`config.mk`:
```
export PLATFORM = sky130hd
export DESIGN_NAME = dmem_lsu_ctrl_flat
export DESIGN_NICKNAME = d
export VERILOG_FILES = /design/src/rtl/dmem_lsu_ctrl_if.sv /design/src/rtl/dmem_lsu_ctrl.sv /design/src/flat_wrapper.sv
export SDC_FILE = /design/constraint.sdc
export NUM_CORES = 1
export LEC_CHECK = 0
export ABC_AREA = 1
export BUFFER_PORTS_ARGS = -buffer_cell sky130_fd_sc_hd__buf_2
export CAP_MARGIN = 20
export CORE_ASPECT_RATIO = 0.75
export CORE_MARGIN = 5
export CORE_UTILIZATION = 35
export CTS_BUF_LIST = sky130_fd_sc_hd__clkbuf_8
export CTS_CLUSTER_DIAMETER = 50
export DETAILED_ROUTE_END_ITERATION = 10
export PLACE_DENSITY = 0.67
export SYNTH_ARGS = -nofsm -noshare
export SYNTH_HDL_FRONTEND = slang
export SYNTH_SLANG_ARGS = --single-unit
```
`constraint.sdc`:
```
create_clock -name clk -period 2.7 [get_ports clk]
set_clock_uncertainty 0.15 [all_clocks]
set_input_delay 0.135 -clock clk [delete_from_list [all_inputs] [get_ports clk]]
set_output_delay 0.135 -clock clk [all_outputs]
set_load 0.005 [all_outputs]
```
`src/rtl/dmem_lsu_ctrl_if.sv`:
```
// CPU-side request/response bus of the data-memory load/store sequencer.
interface dmem_lsu_ctrl_if;
  logic        req_valid;
  logic        req_ready;
  logic        req_we;
  logic [1:0]  req_size;
  logic        req_uns;
  logic [31:0] req_addr;
  logic [31:0] req_wdata;
  logic        rsp_valid;
  logic [31:0] rsp_rdata;
  logic        rsp_err;

  modport master (
    output req_valid, req_we, req_size, req_uns, req_addr, req_wdata,
    input  req_ready, rsp_valid, rsp_rdata, rsp_err
  );

  modport slave (
    input  req_valid, req_we, req_size, req_uns, req_addr, req_wdata,
    output req_ready, rsp_valid, rsp_rdata, rsp_err
  );
endinterface

```
`src/rtl/dmem_lsu_ctrl.sv`:
```
// Load/store sequencer: byte/half/word CPU accesses onto a word-only synchronous memory,
// sub-word stores as read-modify-write. Define DMEM_LSU_BOUNDS_CHECK_EN to reject out-of-range addresses.
module dmem_lsu_ctrl #(
  parameter int unsigned MEMORY_SIZE = 2048,
  parameter int unsigned ADDR_WIDTH  = $clog2(MEMORY_SIZE)
) (
  input  logic                  clk,
  input  logic                  rst,
  dmem_lsu_ctrl_if.slave        cpu,
  output logic [ADDR_WIDTH-1:0] mem_addr,
  output logic                  mem_we,
  output logic                  mem_re,
  output logic [31:0]           mem_wdata,
  input  logic [31:0]           mem_rdata
);

  typedef enum logic [2:0] {S_IDLE, S_RD, S_MRG, S_WR, S_ERR} state_t;

  state_t                state, state_nxt;
  logic [ADDR_WIDTH-1:0] addr_r;
  logic [1:0]            lane_r;
  logic [1:0]            size_r;
  logic                  we_r;
  logic                  uns_r;
  logic [31:0]           wdata_r;

  logic        accept;
  logic        misaligned;
  logic        out_of_range;
  logic [7:0]  lane_byte;
  logic [15:0] lane_half;
  logic [31:0] load_ext;
  logic [31:0] merged;

`ifdef DMEM_LSU_BOUNDS_CHECK_EN
  assign out_of_range = |cpu.req_addr[31:ADDR_WIDTH+2];
`else
  logic unused_addr_hi;
  assign unused_addr_hi = ^cpu.req_addr[31:ADDR_WIDTH+2];
  assign out_of_range   = 1'b0;
`endif

  assign accept     = cpu.req_valid && (state == S_IDLE);
  assign misaligned = (cpu.req_size == 2'b11)
                   || ((cpu.req_size == 2'b01) && cpu.req_addr[0])
                   || ((cpu.req_size == 2'b10) && (cpu.req_addr[1:0] != 2'b00));

  always_comb begin
    state_nxt = state;
    unique case (state)
      S_IDLE: begin
        if (accept) begin
          if (misaligned || out_of_range)                  state_nxt = S_ERR;
          else if (cpu.req_we && (cpu.req_size == 2'b10))  state_nxt = S_WR;
          else                                             state_nxt = S_RD;
        end
      end
      S_RD:    state_nxt = S_MRG;
      S_MRG:   state_nxt = we_r ? S_WR : S_IDLE;
      S_WR:    state_nxt = S_IDLE;
      S_ERR:   state_nxt = S_IDLE;
      default: state_nxt = S_IDLE;
    endcase
  end

  // Lane extraction and merge both work on the word returned for the RD cycle.
  always_comb begin
    lane_byte = 8'h00;
    unique case (lane_r)
      2'd0: lane_byte = mem_rdata[7:0];
      2'd1: lane_byte = mem_rdata[15:8];
      2'd2: lane_byte = mem_rdata[23:16];
      2'd3: lane_byte = mem_rdata[31:24];
      default: lane_byte = 8'h00;
    endcase
    lane_half = lane_r[1] ? mem_rdata[31:16] : mem_rdata[15:0];

    load_ext = mem_rdata;
    if (size_r == 2'b00)
      load_ext = {{24{~uns_r & lane_byte[7]}}, lane_byte};
    else if (size_r == 2'b01)
      load_ext = {{16{~uns_r & lane_half[15]}}, lane_half};

    merged = mem_rdata;
    if (size_r == 2'b00) begin
      unique case (lane_r)
        2'd0: merged[7:0]   = wdata_r[7:0];
        2'd1: merged[15:8]  = wdata_r[7:0];
        2'd2: merged[23:16] = wdata_r[7:0];
        2'd3: merged[31:24] = wdata_r[7:0];
        default: merged = mem_rdata;
      endcase
    end else if (size_r == 2'b01) begin
      if (lane_r[1]) merged[31:16] = wdata_r[15:0];
      else           merged[15:0]  = wdata_r[15:0];
    end else begin
      merged = wdata_r;
    end
  end

  always_comb begin
    cpu.req_ready = (state == S_IDLE);
    mem_addr      = addr_r;
    mem_re        = (state == S_RD);
    mem_we        = (state == S_WR);
    mem_wdata     = (state == S_WR) ? wdata_r : '0;
    cpu.rsp_valid = ((state == S_MRG) && !we_r) || (state == S_WR) || (state == S_ERR);
    cpu.rsp_err   = (state == S_ERR);
    cpu.rsp_rdata = ((state == S_MRG) && !we_r) ? load_ext : '0;
  end

  always_ff @(posedge clk) begin
    if (rst) begin
      state   <= S_IDLE;
      addr_r  <= '0;
      lane_r  <= '0;
      size_r  <= '0;
      we_r    <= 1'b0;
      uns_r   <= 1'b0;
      wdata_r <= '0;
    end else begin
      state <= state_nxt;
      if (accept) begin
        addr_r  <= cpu.req_addr[ADDR_WIDTH+1:2];
        lane_r  <= cpu.req_addr[1:0];
        size_r  <= cpu.req_size;
        we_r    <= cpu.req_we;
        uns_r   <= cpu.req_uns;
        wdata_r <= cpu.req_wdata;
      end else if ((state == S_MRG) && we_r) begin
        wdata_r <= merged;
      end
    end
  end

endmodule

```
`src/flat_wrapper.sv`:
```
// flat-port wrapper written by rule: the top's interface ports become plain ports
module dmem_lsu_ctrl_flat 
#(
  parameter int unsigned MEMORY_SIZE = 2048,
  parameter int unsigned ADDR_WIDTH  = $clog2(MEMORY_SIZE)
)
  (clk, rst, mem_addr, mem_we, mem_re, mem_wdata, mem_rdata, cpu_req_valid, cpu_req_we, cpu_req_size, cpu_req_uns, cpu_req_addr, cpu_req_wdata, cpu_req_ready, cpu_rsp_valid, cpu_rsp_rdata, cpu_rsp_err);
  dmem_lsu_ctrl_if cpu_i ();
  input  logic clk;
  input  logic rst;
  output logic [ADDR_WIDTH-1:0] mem_addr;
  output logic mem_we;
  output logic mem_re;
  output logic [31:0] mem_wdata;
  input  logic [31:0] mem_rdata;
  input wire logic [$bits(cpu_i.req_valid)-1:0] cpu_req_valid;
  input wire logic [$bits(cpu_i.req_we)-1:0] cpu_req_we;
  input wire logic [$bits(cpu_i.req_size)-1:0] cpu_req_size;
  input wire logic [$bits(cpu_i.req_uns)-1:0] cpu_req_uns;
  input wire logic [$bits(cpu_i.req_addr)-1:0] cpu_req_addr;
  input wire logic [$bits(cpu_i.req_wdata)-1:0] cpu_req_wdata;
  output wire logic [$bits(cpu_i.req_ready)-1:0] cpu_req_ready;
  output wire logic [$bits(cpu_i.rsp_valid)-1:0] cpu_rsp_valid;
  output wire logic [$bits(cpu_i.rsp_rdata)-1:0] cpu_rsp_rdata;
  output wire logic [$bits(cpu_i.rsp_err)-1:0] cpu_rsp_err;
  assign cpu_i.req_valid = cpu_req_valid;
  assign cpu_i.req_we = cpu_req_we;
  assign cpu_i.req_size = cpu_req_size;
  assign cpu_i.req_uns = cpu_req_uns;
  assign cpu_i.req_addr = cpu_req_addr;
  assign cpu_i.req_wdata = cpu_req_wdata;
  assign cpu_req_ready = cpu_i.req_ready;
  assign cpu_rsp_valid = cpu_i.rsp_valid;
  assign cpu_rsp_rdata = cpu_i.rsp_rdata;
  assign cpu_rsp_err = cpu_i.rsp_err;
  dmem_lsu_ctrl #(.MEMORY_SIZE(MEMORY_SIZE), .ADDR_WIDTH(ADDR_WIDTH)) u_core (.clk(clk), .rst(rst), .cpu(cpu_i), .mem_addr(mem_addr), .mem_we(mem_we), .mem_re(mem_re), .mem_wdata(mem_wdata), .mem_rdata(mem_rdata));
endmodule
```
==> run metrics <==
min-delay src=cpu_req_wdata[4]; Worst Path Max Fanout=16; WHS Endpoint=u_core.wdata_r[4]; Pwr per Cell Area=434 mW/mm²; Vias/cell=5.00; routed via count=5244; syn_area_per_cell=5.55 µm²; Final Max Slew Viols=0; Syn Nets=819; met2 GRT Util=37.3%; Final Hold Viols=0; routed len/inst=15.2 µm; drt first pass iters=6; top post-synthesis cells by area=dfxtp_1 (26%), nand2_1 (21%), nor2_1 (14%); cell with the most instances after synthesis=nand2_1; clock latency on the worst-skew pair=320 ps; Final Setup Violations=0; max_slew headroom=49.2%; DR iter-0 viols=340; worst-margin pin slew=761 ps; PortBufs=163; r2r endpoint=u_core.mem_addr[0]; Starting Density=36.1%; largest net degree at the start of global routing=47; chip height=102 µm; number of synthesized flops with an enable pin=0; GR peak layer=met2; CORE AREA=0.0110 mm²; post-CTS sizing=0; final worst path period need=2480 ps; Hold Crit Depth=5; global-route wire length before repair=24400 µm; Final period util=91.8%; Critical Path RT=2410 ps; VDD IR-drop max=0.250 mV; Main synth FF type=dfxtp_1; synth cell count leaders=nand2_1 (218), nor2_1 (149), inv_1 (56); number of max-cap violations=0; Synth top area share=26.2%; Diodes inserted=0; remaining global-route overflow=0; nets=1011; Synth cell types=27; asr flop ratio synth=0%; Worst Path Arrival=2190 ps; H-Tree Depth=2; setup tns final=0 ps; initial antenna violation count=0; r2r startpoint=u_core.state[0]; Util after Layout=49.8%; Area Overhead vs Synth=38.0%; number of global-route vias before repair=4717; Site Rows=33; Root Driver=clkbuf_8; register area share after synthesis=26.2%; layout cell share with drive strength beyond 1=23.1%; Die Span X=133 µm; met1 Track Usage GR=29.8%; Post-Synthesis Cells=716; R2R setup slack=330 ps; YS warnings=0; Total Wirelength=15900 µm; post-DP HPWL=11500 µm; Routed Antenna Nets=0; CP Launch Type=register; RSZ-0062 raised after global routing=no; run status=finished, final reports clean; CP endpoint kind=output pin; postcts setup bufs=0; GP Congestion=1.03; #FFs+latches synth=52; R2R depth=7; met3 usage=4.92%; maximum clock frequency=403 MHz; WS Path Type=register to output pin; post-synth top area cell=dfxtp_1; Post-Syn Area=0.00398 mm²; clock tree buffer depth=2; TritonCTS clock tree=yes; number of remaining DRC errors=0; total CTS buffers=5; Total GRT Usage=22.2%; die area=0.0136 mm²; Leakage=0.00286 µW; # clock sinks=52; clock slew at the register clock pins of the worst setup and hold paths=110 ps; hold crit path type=input pin to register; I/O pin total=183
[worst max-delay path by stage]
stage / depth (start not counted) / startpoint / to / slack [ps]
6_report: 7 / u_core.lane_r[1] / cpu_rsp_rdata[28] / 220
5_1_grt: 7 / u_core.lane_r[1] / cpu_rsp_rdata[28] / 70
4_1_cts: 7 / u_core.lane_r[1] / cpu_rsp_rdata[28] / 260
3_5_place_dp: 7 / u_core.lane_r[1] / cpu_rsp_rdata[28] / 630
3_3_place_gp: 7 / u_core.lane_r[1] / cpu_rsp_rdata[31] / 630
2_1_floorplan: 8 / u_core.lane_r[1] / cpu_rsp_rdata[21] / 1130
[kinds of logic after synthesis]
group	after synthesis	synth area share, %
AND/OR/NAND/NOR	414	41.9
flip-flops	52	26.2
buffers and inverters	108	11.5
AO/OA/AOI/OAI	142	20.5
[layer usage]
| metal | wire length (µm) | vias up |
|---|---|---|
| met1 | 7060 | 2313 |
| met4 | 210 | 0 |
| met3 | 1500 | 19 |
| li1 | - | 2667 |
| met5 | 0 | - |
| met2 | 7140 | 245 |
[metrics by stage]
step	cells	total power (µW)	area, µm²	hold WS, ps	setup WS [ps]
global placement	992	1750	4880	234	626
finish	1049	2380	5490	1.99	221
floorplan	716	1480	3980	54.1	1130
CTS	1049	2380	5490	0.861	263
detailed placement	992	1760	4880	237	630
global route	1049	2540	5490	16.1	67.6
[what timing repair did]
action | in CTS | in global routing
hold buffers | 49 | 0
endpoints found under the hold margin | 40 | 0
setup endpoints to repair | 0 | 0
[registers in the layout (all words and copies together) (netlist names)]
| register | cells |
|---|---|
| u_core.wdata_r | 32 |
| u_core.lane_r | 2 |
| u_core.uns_r | 1 |
| u_core.state | 3 |
| u_core.size_r | 2 |
| u_core.mem_addr | 11 |
| u_core.we_r | 1 |
[critical path, cell delays in order (launching register included)]
cell	delay (ps)
dfxtp_1	440
buf_4	230
o21ai_1	170
inv_1	90
o21ai_2	510
o211ai_1	160
nor2_1	140
buf_2	130
[report_power, final]
| group | leakage [µW] | switching (µW) | internal [µW] | total, µW |
|---|---|---|---|---|
| combinational | 0.00237 | 589 | 329 | 917 |
| sequential | 0.000430 | 48.7 | 850 | 899 |
| clock | 0.0000583 | 287 | 280 | 567 |
| total | 0.00286 | 924 | 1460 | 2380 |
[layout make-up]
cell class                 instances  area, µm²
clock inverter                     3       47.5
fill                            1166       5540
timing repair buffer             228       1430
inverter                          65        244
clock buffer                       5       68.8
tap                              140        175
sequential                        52       1040
multi-input combinational        556       2480
[cell usage in the layout, fill, tap and decap left out, types with 2 or more instances in the layout]
master,instances
a21oi_1,51
buf_2,163
buf_4,16
clkbuf_8,5
clkinv_4,2
dfxtp_1,52
dlygate4sd3_1,49
inv_1,56
inv_2,9
nand2_1,218
nand2_2,2
nand3_1,23
nand3_2,5
nand4_1,6
nor2_1,149
nor2_2,4
nor3_1,4
o211ai_1,36
o21ai_0,41
o21ai_1,9
o22ai_1,2
Power figures use the tool's default switching activity.
